### config.mk
export PLATFORM = sky130hd
export DESIGN_NAME = rsa_exp_ctrl
export DESIGN_NICKNAME = d
export VERILOG_FILES = /design/src/rtl/rsa_exp_ctrl.sv
export SDC_FILE = /design/constraint.sdc
export NUM_CORES = 1
export LEC_CHECK = 0
export BUFFER_PORTS_ARGS = -buffer_cell sky130_fd_sc_hd__buf_4
export CAP_MARGIN = 20
export CORE_MARGIN = 2
export CORE_UTILIZATION = 55
export CTS_BUF_LIST = sky130_fd_sc_hd__clkbuf_8
export CTS_CLUSTER_SIZE = 30
export DETAILED_ROUTE_END_ITERATION = 12
export PLACE_DENSITY = 0.81
export SETUP_SLACK_MARGIN = 0.4
export SYNTH_ARGS = -nofsm -noshare
export SYNTH_HDL_FRONTEND = slang
export SYNTH_SLANG_ARGS = --single-unit
### constraint.sdc
create_clock -name clk -period 3.81 [get_ports clk]
set_input_delay 0.1905 -clock clk [delete_from_list [all_inputs] [get_ports clk]]
set_output_delay 0.1905 -clock clk [all_outputs]
set_load 0.01 [all_outputs]
### src/rtl/rsa_exp_ctrl.sv
// rsa_exp_ctrl: sequences Montgomery left-to-right square-and-multiply over a WIDTH-bit exponent,
// driving the operand muxes, multiplier start and result write-back strobes.
module rsa_exp_ctrl #(
    parameter int WIDTH = 8
) (
    input  logic             clk,
    input  logic             rst_n,
    input  logic             start,
    input  logic [WIDTH-1:0] exponent,
    input  logic             mmm_done,
    output logic             mmm_start,
    output logic             mmm_square,
    output logic [1:0]       sel_a,
    output logic [1:0]       sel_b,
    output logic             wr_mbar,
    output logic             wr_acc,
    output logic             busy,
    output logic             done
);
    localparam int CW = $clog2(WIDTH);

    localparam logic [1:0] ST_IDLE  = 2'd0;
    localparam logic [1:0] ST_ISSUE = 2'd1;
    localparam logic [1:0] ST_WAIT  = 2'd2;
    localparam logic [1:0] ST_DONE  = 2'd3;

    localparam logic [2:0] OP_PRE_M = 3'd0;
    localparam logic [2:0] OP_PRE_A = 3'd1;
    localparam logic [2:0] OP_SQR   = 3'd2;
    localparam logic [2:0] OP_MUL   = 3'd3;
    localparam logic [2:0] OP_POST  = 3'd4;

    logic [1:0]       state;
    logic [2:0]       op;
    logic [2:0]       next_op;
    logic [CW-1:0]    idx;
    logic [WIDTH-1:0] exp_q;
    logic             active;
    logic             fin;
    logic             last_bit;
    logic             bit_done;

    assign active   = state == ST_ISSUE || state == ST_WAIT;
    // A result arriving in the reset cycle is abandoned, so it must not be written back.
    assign fin      = state == ST_WAIT && mmm_done && rst_n;
    assign last_bit = idx == '0;
    assign bit_done = op == OP_MUL || (op == OP_SQR && !exp_q[idx]);

    always_comb begin
        next_op = op == OP_PRE_M             ? OP_PRE_A :
                  op == OP_PRE_A             ? OP_SQR   :
                  op == OP_SQR && exp_q[idx] ? OP_MUL   :
                  bit_done && last_bit       ? OP_POST  :
                  bit_done                   ? OP_SQR   : op;
    end

    always_ff @(posedge clk) begin
        if (!rst_n) begin
            state <= ST_IDLE;
            op    <= OP_PRE_M;
            idx   <= '0;
            exp_q <= '0;
        end else begin
            case (state)
                ST_IDLE: begin
                    if (start) begin
                        state <= ST_ISSUE;
                        op    <= OP_PRE_M;
                        idx   <= CW'(WIDTH - 1);
                        exp_q <= exponent;
                    end
                end
                ST_ISSUE: state <= ST_WAIT;
                ST_WAIT: begin
                    if (mmm_done) begin
                        state <= op == OP_POST ? ST_DONE : ST_ISSUE;
                        op    <= next_op;
                        if (bit_done && !last_bit)
                            idx <= idx - 1'b1;
                    end
                end
                default: state <= ST_IDLE;
            endcase
        end
    end

    assign mmm_start  = state == ST_ISSUE;
    assign mmm_square = active && op == OP_SQR;
    assign sel_a      = !active          ? 2'b11 :
                        op == OP_PRE_M   ? 2'b10 :
                        op == OP_PRE_A   ? 2'b00 : 2'b01;
    assign sel_b      = !active                          ? 2'b11 :
                        op == OP_PRE_M || op == OP_PRE_A ? 2'b01 :
                        op == OP_SQR                     ? 2'b11 :
                        op == OP_MUL                     ? 2'b10 : 2'b00;
    assign wr_mbar    = fin && op == OP_PRE_M;
    assign wr_acc     = fin && op != OP_PRE_M;
    assign busy       = state != ST_IDLE;
    assign done       = state == ST_DONE;
endmodule
==> results of run 1 <==
-- layer usage --
layer	wire length, µm	part of all wire (%)	GRT usage (%)
met5	0	0	0
met4	56	2.5	13.89
met3	83	3.7	5.000
met2	1122	50	42.74
met1	972	44	25.41
-- critical path, delay by kind of cell (launching register included) --
family	cells	cell delay, ns
buf+inv	1	0.10
flops	1	0.43
fa+ha+maj	1	0.37
compound gates	4	0.93
simple gates	1	0.22
-- power by group --
group          internal (mW)  leakage (nW)  total (mW)  switching, mW
Sequential             0.210         0.131       0.265         0.0555
Combinational          0.201         0.350       0.470          0.269
Clock                 0.0917        0.0288       0.150         0.0588
-- Yosys cell counts (all sizes together), types with 3 or more instances --
library cell  instances  area, µm²
mux2i                 3      30.03
ha                    6      75.07
nand3                12      60.06
nor2                  3      11.26
buf                   3      23.77
nor2b                 3      18.77
inv                   8      30.03
clkbuf                3      11.26
a21oi                11      55.05
nand2b                5      31.28
nand2                18      70.07
nor3                  6      30.03
o21ai                 4      20.02
dfxtp                16      320.3
-- final cells by class --
cell class	instances	area, µm²
multi-input cells	94	623.1
fillers	150	509.2
flip-flops and latches	16	320.3
repair buffers	21	157.7
clock buffers	4	55.05
well taps	25	31.28
inverters	8	30.03
-- cell families (layout without fill, tap and decap cells) --
logic type	after synthesis	after routing
adders and majority gates	6	6
muxes	4	4
and+or+nand+nor	51	51
buffers and inverters	14	33
AOI/OAI and AO/OA	33	33
DFF	16	16
-- flip-flops by register name (all words and copies together), names as in the netlist --
register,cells
state,2
op,3
exp_q,8
idx,3
-- final timing paths --
path / from / endpoint / slack (ns)
max reg2reg: state[0] / idx[0] / 1.64
max: state[0] / idx[0] / 1.64
min: rst_n / op[0] / 0.20
min reg2reg: exp_q[7] / exp_q[7] / 0.46
-- through the flow --
step / setup WS, ns / area, µm² / utilization (%)
floorplan: 2.017 / 1008 / -
global placement: 1.862 / 1162 / 67.32
detailed placement: 1.688 / 1162 / 67.32
CTS: 1.642 / 1217 / 70.51
global route: 1.458 / 1217 / 70.51
finish: 1.639 / 1217 / 70.51
==> run summary, run 1 <==
Clock-pin transition on the worst setup and hold timing paths -> 0.06 ns
Slowest CP cell -> dfxtp_1
Initial drt markers -> 12
Max Root-Sink Buffers -> 2
Post-synthesis xor/xnor area fraction -> 0%
Synthesized flop and latch total -> 16
Worst vdd ir -> 447.4 µV
Max-slew violation count -> 0
Critical Path Max Stage Delay -> 0.43 ns
Vias -> 968
Final Hold Fails -> 0
CTS tree -> done
Hold WS -> 0.1964 ns
Top FF cell, synth -> dfxtp_1
Largest net degree at the start of global routing -> 14
I/O Pins -> 22
Post-route ant nets -> 0
Final Non-Filler Cells -> 168
Slew Limit Headroom -> 65.42%
Tmin final -> 2.171 ns
Worst-path fanout max -> 13
GR Util All Layers -> 23.78%
Vias in the first global route -> 884
Row count -> 15
Post-Synth Simple-Gate Area -> 24.94%
Clock Root Buffer -> clkbuf_8
Hold Crit Depth -> 2
# diodes -> 0
Total negative setup slack -> 0 ns
IO buf count -> 21
Cell mode on critical path -> o211ai_1
Post-synthesis cell area -> 0.001008 mm²
Area delta synth->final -> 20.72%
Main combinational cell family by area after synthesis -> simple AND/OR/NAND/NOR gates
Max Cap Viol -> 0
Avg Vias per Cell -> 5.762
Clk_lat worst skew -> 0.25 ns
First-pass GRT wire length -> 3.663 mm
H-tree depth -> 1
Synthesized instance count -> 124
Core ar. -> 0.001727 mm²
Compound-Gate Fraction of Synth Area -> 24.94%
F_max -> 0.4606 GHz
Critical Path RT -> 3.95 ns
Unique masters post-synth -> 35
Async set-or-reset flop fraction in the synthesized netlist -> 0%
Final setup fails -> 0
CP cell instances -> inv_1 > ha_1 > nand2b_1 > o211ai_1 > a211oi_4 > o211ai_1 > o311a_2
Worst Max-Slew Pin Slew -> 0.5164 ns
Final Wtd Congestion -> 0.8124
CTS Sinks -> 16
Final HPWL DP -> 1.651 mm
Setup bufs post-CTS -> 0
DR WL/cell -> 13.30 µm
CTS hold repair buffers -> 0
Total CTS buffers -> 3
Critical Path Start Type -> flop
CTS resizes -> 0
Worst Skew -> 0.0005077 ns
Share of cells above drive strength 1 -> 22.38%
Endpoint class of the critical path -> flop
Post-Synth Adder-Cell Area -> 7.444%
Die Wd -> 46.82 µm
Layout Nets -> 162
R2R cell count -> 7
Die height -> 46.82 µm
CP Data Arrival Time -> 2.31 ns
Initial Util -> 58.41%
Mux cell area share after synthesis -> 4.467%
Yosys warning count -> 0
Most common cell after layout, fill and taps aside -> buf_4
Avg Cell Area, Syn -> 8.133 µm²
Crit path kind -> reg -> reg
First-pass DRT Iterations -> 4
DRT Wirelength -> 2.234 mm
Status -> complete, no violations
Global route total overflow -> 0
Commonest cells after routing, fill and taps aside -> buf_4 (21), nand2_1 (17), dfxtp_1 (16)
Antenna violations before repair -> 0
Post-synthesis sequential area ratio -> 31.76%
Leak -> 0.5102 nW
Post-synth EDFFs -> 0
Worst Hold Class -> in -> reg
Die ar. -> 0.002192 mm²
Synth Net Count -> 142
Total power -> 885.7 µW
Tcrit/Tclk final -> 56.99%
RSZ-0062 raised after global routing -> no
Dpl cells -> 164
Pwr per Cell Area -> 727.5 mW/mm²
Post-route DRC -> 0
No activity file was read; power rests on OpenSTA's default activity.
==> inputs of run 2 (changes only) <==
==> constraint.sdc (replaced) <==
create_clock -name clk -period 2.02 [get_ports clk]
set_input_delay 0.101 -clock clk [delete_from_list [all_inputs] [get_ports clk]]
set_output_delay 0.101 -clock clk [all_outputs]
set_load 0.01 [all_outputs]
==> run 2 against run 1 <==
Effect of this change: utilization is 13 points higher; maximum frequency is 23% higher; combinational power grew to 3.0 times the previous value; design area is 18% higher; sequential cell count stayed put; non-clock buffer count is 15 higher; die area stayed put; sequential power is 100% higher; worst hold slack worse by 0.089 ns; critical path depth stayed put; highest routed layer unchanged.
==> run summary, run 2 (synthesis gave the netlist of run 1 again) <==
Pre-CTS WS -> 0.1893 ns (-1.499 ns)
Core ar. -> 0.001727 mm² (unchanged)
Fillers -> 109 (-27%)
Cell mode on critical path -> buf_4
Avg Vias per Cell -> 5.978 (+3.8%)
Slew Limit Headroom -> 71.11% (+5.7 points)
Worst Hold Class -> in -> reg
RSZ-0062 raised after global routing -> yes
CTS tree -> done
Initial Util -> 58.41% (unchanged)
Layout Nets -> 177 (+9.3%)
Die height -> 46.82 µm (unchanged)
Max reg flops -> 8 (unchanged)
R2r startpoint -> idx[0]
Pwr per Cell Area -> 1543 mW/mm² (+110%)
First-pass GRT wire length -> 4.146 mm (+13%)
R2R cell count -> 7 (unchanged)
Commonest cells after routing, fill and taps aside -> buf_4 (36), nand2_1 (16), nand3_1 (12)
Final setup fails -> 0 (unchanged)
Sequential power share -> 24.3% (-5.6 points)
Worst Max-Slew Pin Slew -> 0.4327 ns (-0.08367 ns)
Worst setup path end -> idx[1]
Final Wtd Congestion -> 0.8394 (+3.3%)
Worst vdd ir -> 995.3 µV (+120%)
Clk_lat worst skew -> 0.25 ns (about the same)
Max Root-Sink Buffers -> 2 (unchanged)
Row count -> 15 (unchanged)
Switching pwr -> 948.3 µW (+150%)
Vias -> 1,094 (+13%)
H-tree depth -> 1 (unchanged)
Final Hold Fails -> 0 (unchanged)
Area delta synth->final -> 42.80%
Crit path kind -> reg -> reg
Tmin final -> 1.767 ns (-0.4039 ns)
IO buf count -> 21 (unchanged)
Total negative setup slack -> 0 ns (unchanged)
Critical Path Start Type -> flop
Global route total overflow -> 0 (unchanged)
Initial drt markers -> 32 (+20)
Critical Path RT -> 2.18 ns (-1.77 ns)
Max-slew violation count -> 0 (unchanged)
Leak -> 0.6020 nW (+18%)
DR WL/cell -> 17.40 µm (+31%)
Critical Path Max Stage Delay -> 0.40 ns (-0.03 ns)
Clock-pin transition on the worst setup and hold timing paths -> 0.06 ns (about the same)
I/O Pins -> 22 (unchanged)
Tcrit/Tclk final -> 87.50% (+31 points)
Antenna violations before repair -> 0 (unchanged)
# diodes -> 0 (unchanged)
Setup WS post-layout -> 0.2525 ns (-1.386 ns)
FF-to-FF setup slack -> 0.25 ns (-1.39 ns)
Top reg by flops -> exp_q
CTS Sinks -> 16 (unchanged)
Slowest CP cell -> dfxtp_4
Status -> complete, no violations
Max Cap Viol -> 0 (unchanged)
Largest net degree at the start of global routing -> 13 (-1)
Clock power share -> 12.9% (-4.1 points)
CP cell instances -> buf_4 > mux2i_2 > a22oi_2 > a211oi_4 > buf_4 > nor3_2 > nor3_1
CP Data Arrival Time -> 1.93 ns (-0.38 ns)
Hold_sp -> exponent[3]
P_int -> 1.274 mW (+150%)
GR Util All Layers -> 26.79% (+3.0 points)
Total CTS buffers -> 3 (unchanged)
Sw Ratio -> 42.67% (-0.64 points)
Worst setup path startpoint -> idx[0]
F_max -> 0.5658 GHz (+23%)
CTS hold repair buffers -> 0 (unchanged)
Die Wd -> 46.82 µm (unchanged)
Worst-path fanout max -> 7 (-6)
Die ar. -> 0.002192 mm² (unchanged)
Vias in the first global route -> 906 (+2.5%)
DRT Wirelength -> 3.184 mm (+43%)
Post-route ant nets -> 0 (unchanged)
Placed instance area -> 0.001189 mm² (+2.3%)
Clock Root Buffer -> clkbuf_8
Endpoint class of the critical path -> flop
Post-route DRC -> 0 (unchanged)
Finished Cell Area -> 0.001440 mm² (+18%)
R2R Path End -> idx[1]
Final HPWL DP -> 1.650 mm (about the same)
Worst Skew -> 0.0009791 ns (+0.0004713 ns)
Share of cells above drive strength 1 -> 40.51% (+18 points)
Combinational share of power -> 62.8% (+9.7 points)
Largest regs -> exp_q x8, idx x3, op x3
First-pass DRT Iterations -> 4 (unchanged)
Total power -> 2.222 mW (+150%)
Most common cell after layout, fill and taps aside -> buf_4
==> run 2: changes by cell type in the layout (fill, tap and decap cells not counted), moves of 3 or more <==
cell,delta
buf_4,+15
dfxtp_1,-5
dfxtp_4,+4
inv_1,-3
==> run 2: cell type report <==
class                      instances  area, µm²  share of cell area [%]
clock buffer                       4      55.05                   3.823
inverter                           8      32.53                   2.259
multi-input combinational         94      714.4                   49.61
timing repair buffer              36      270.3                   18.77
sequential                        16      336.6                   23.37
tap                               25      31.28                   2.172
==> run 2: how the worst min path moves through the flow <==
stage	to	cells after the start
5_1_grt	exp_q[5]	3
4_1_cts	exp_q[0]	3
3_3_place_gp	op[0]	2
3_5_place_dp	op[0]	2
6_report	exp_q[3]	3
2_1_floorplan	op[0]	1
==> run 2: power by group through the flow <==
stage / clock network [mW] / logic, mW / registers (mW)
floorplan: 0 / 0.729 / 0.468
global placement: 0 / 0.888 / 0.513
detailed placement: 0 / 0.921 / 0.519
CTS: 0.284 / 1.17 / 0.525
global route: 0.300 / 1.46 / 0.549
finish: 0.286 / 1.40 / 0.540
==> run 2: through the flow <==
stage	utilization [%]	instances	hold WS (ns)
finish	83.41	183	0.1070
global route	83.41	183	0.1069
CTS	79.57	179	0.1091
detailed placement	68.84	165	0.3603
global placement	68.84	165	0.3551
floorplan	-	124	0.2186
==> run 2: what timing repair did <==
action	4_1_cts	5_1_grt
setup buffers	10	4
resized for setup	13	8
setup endpoints to repair	6	5
pin swaps	9	7
endpoints found under the hold margin	0	0
==> run 2: critical path, delay by kind of cell (launching register included) <==
kind / cells / cell delay, ns
AND/OR/NAND/NOR: 2 / 0.18
flip-flops: 1 / 0.40
buffers and inverters: 2 / 0.31
AO/OA/AOI/OAI: 2 / 0.52
multiplexers: 1 / 0.26
==> run 2: routing by layer <==
| metal | GRT usage, % | routed length (µm) | up-vias |
|---|---|---|---|
| met4 | 11.11 | 119 | 0 |
| met2 | 46.30 | 1571 | 62 |
| met3 | 4.231 | 238 | 15 |
| li1 | - | - | 510 |
| met1 | 32.94 | 1254 | 507 |
| met5 | 0 | 0 | - |
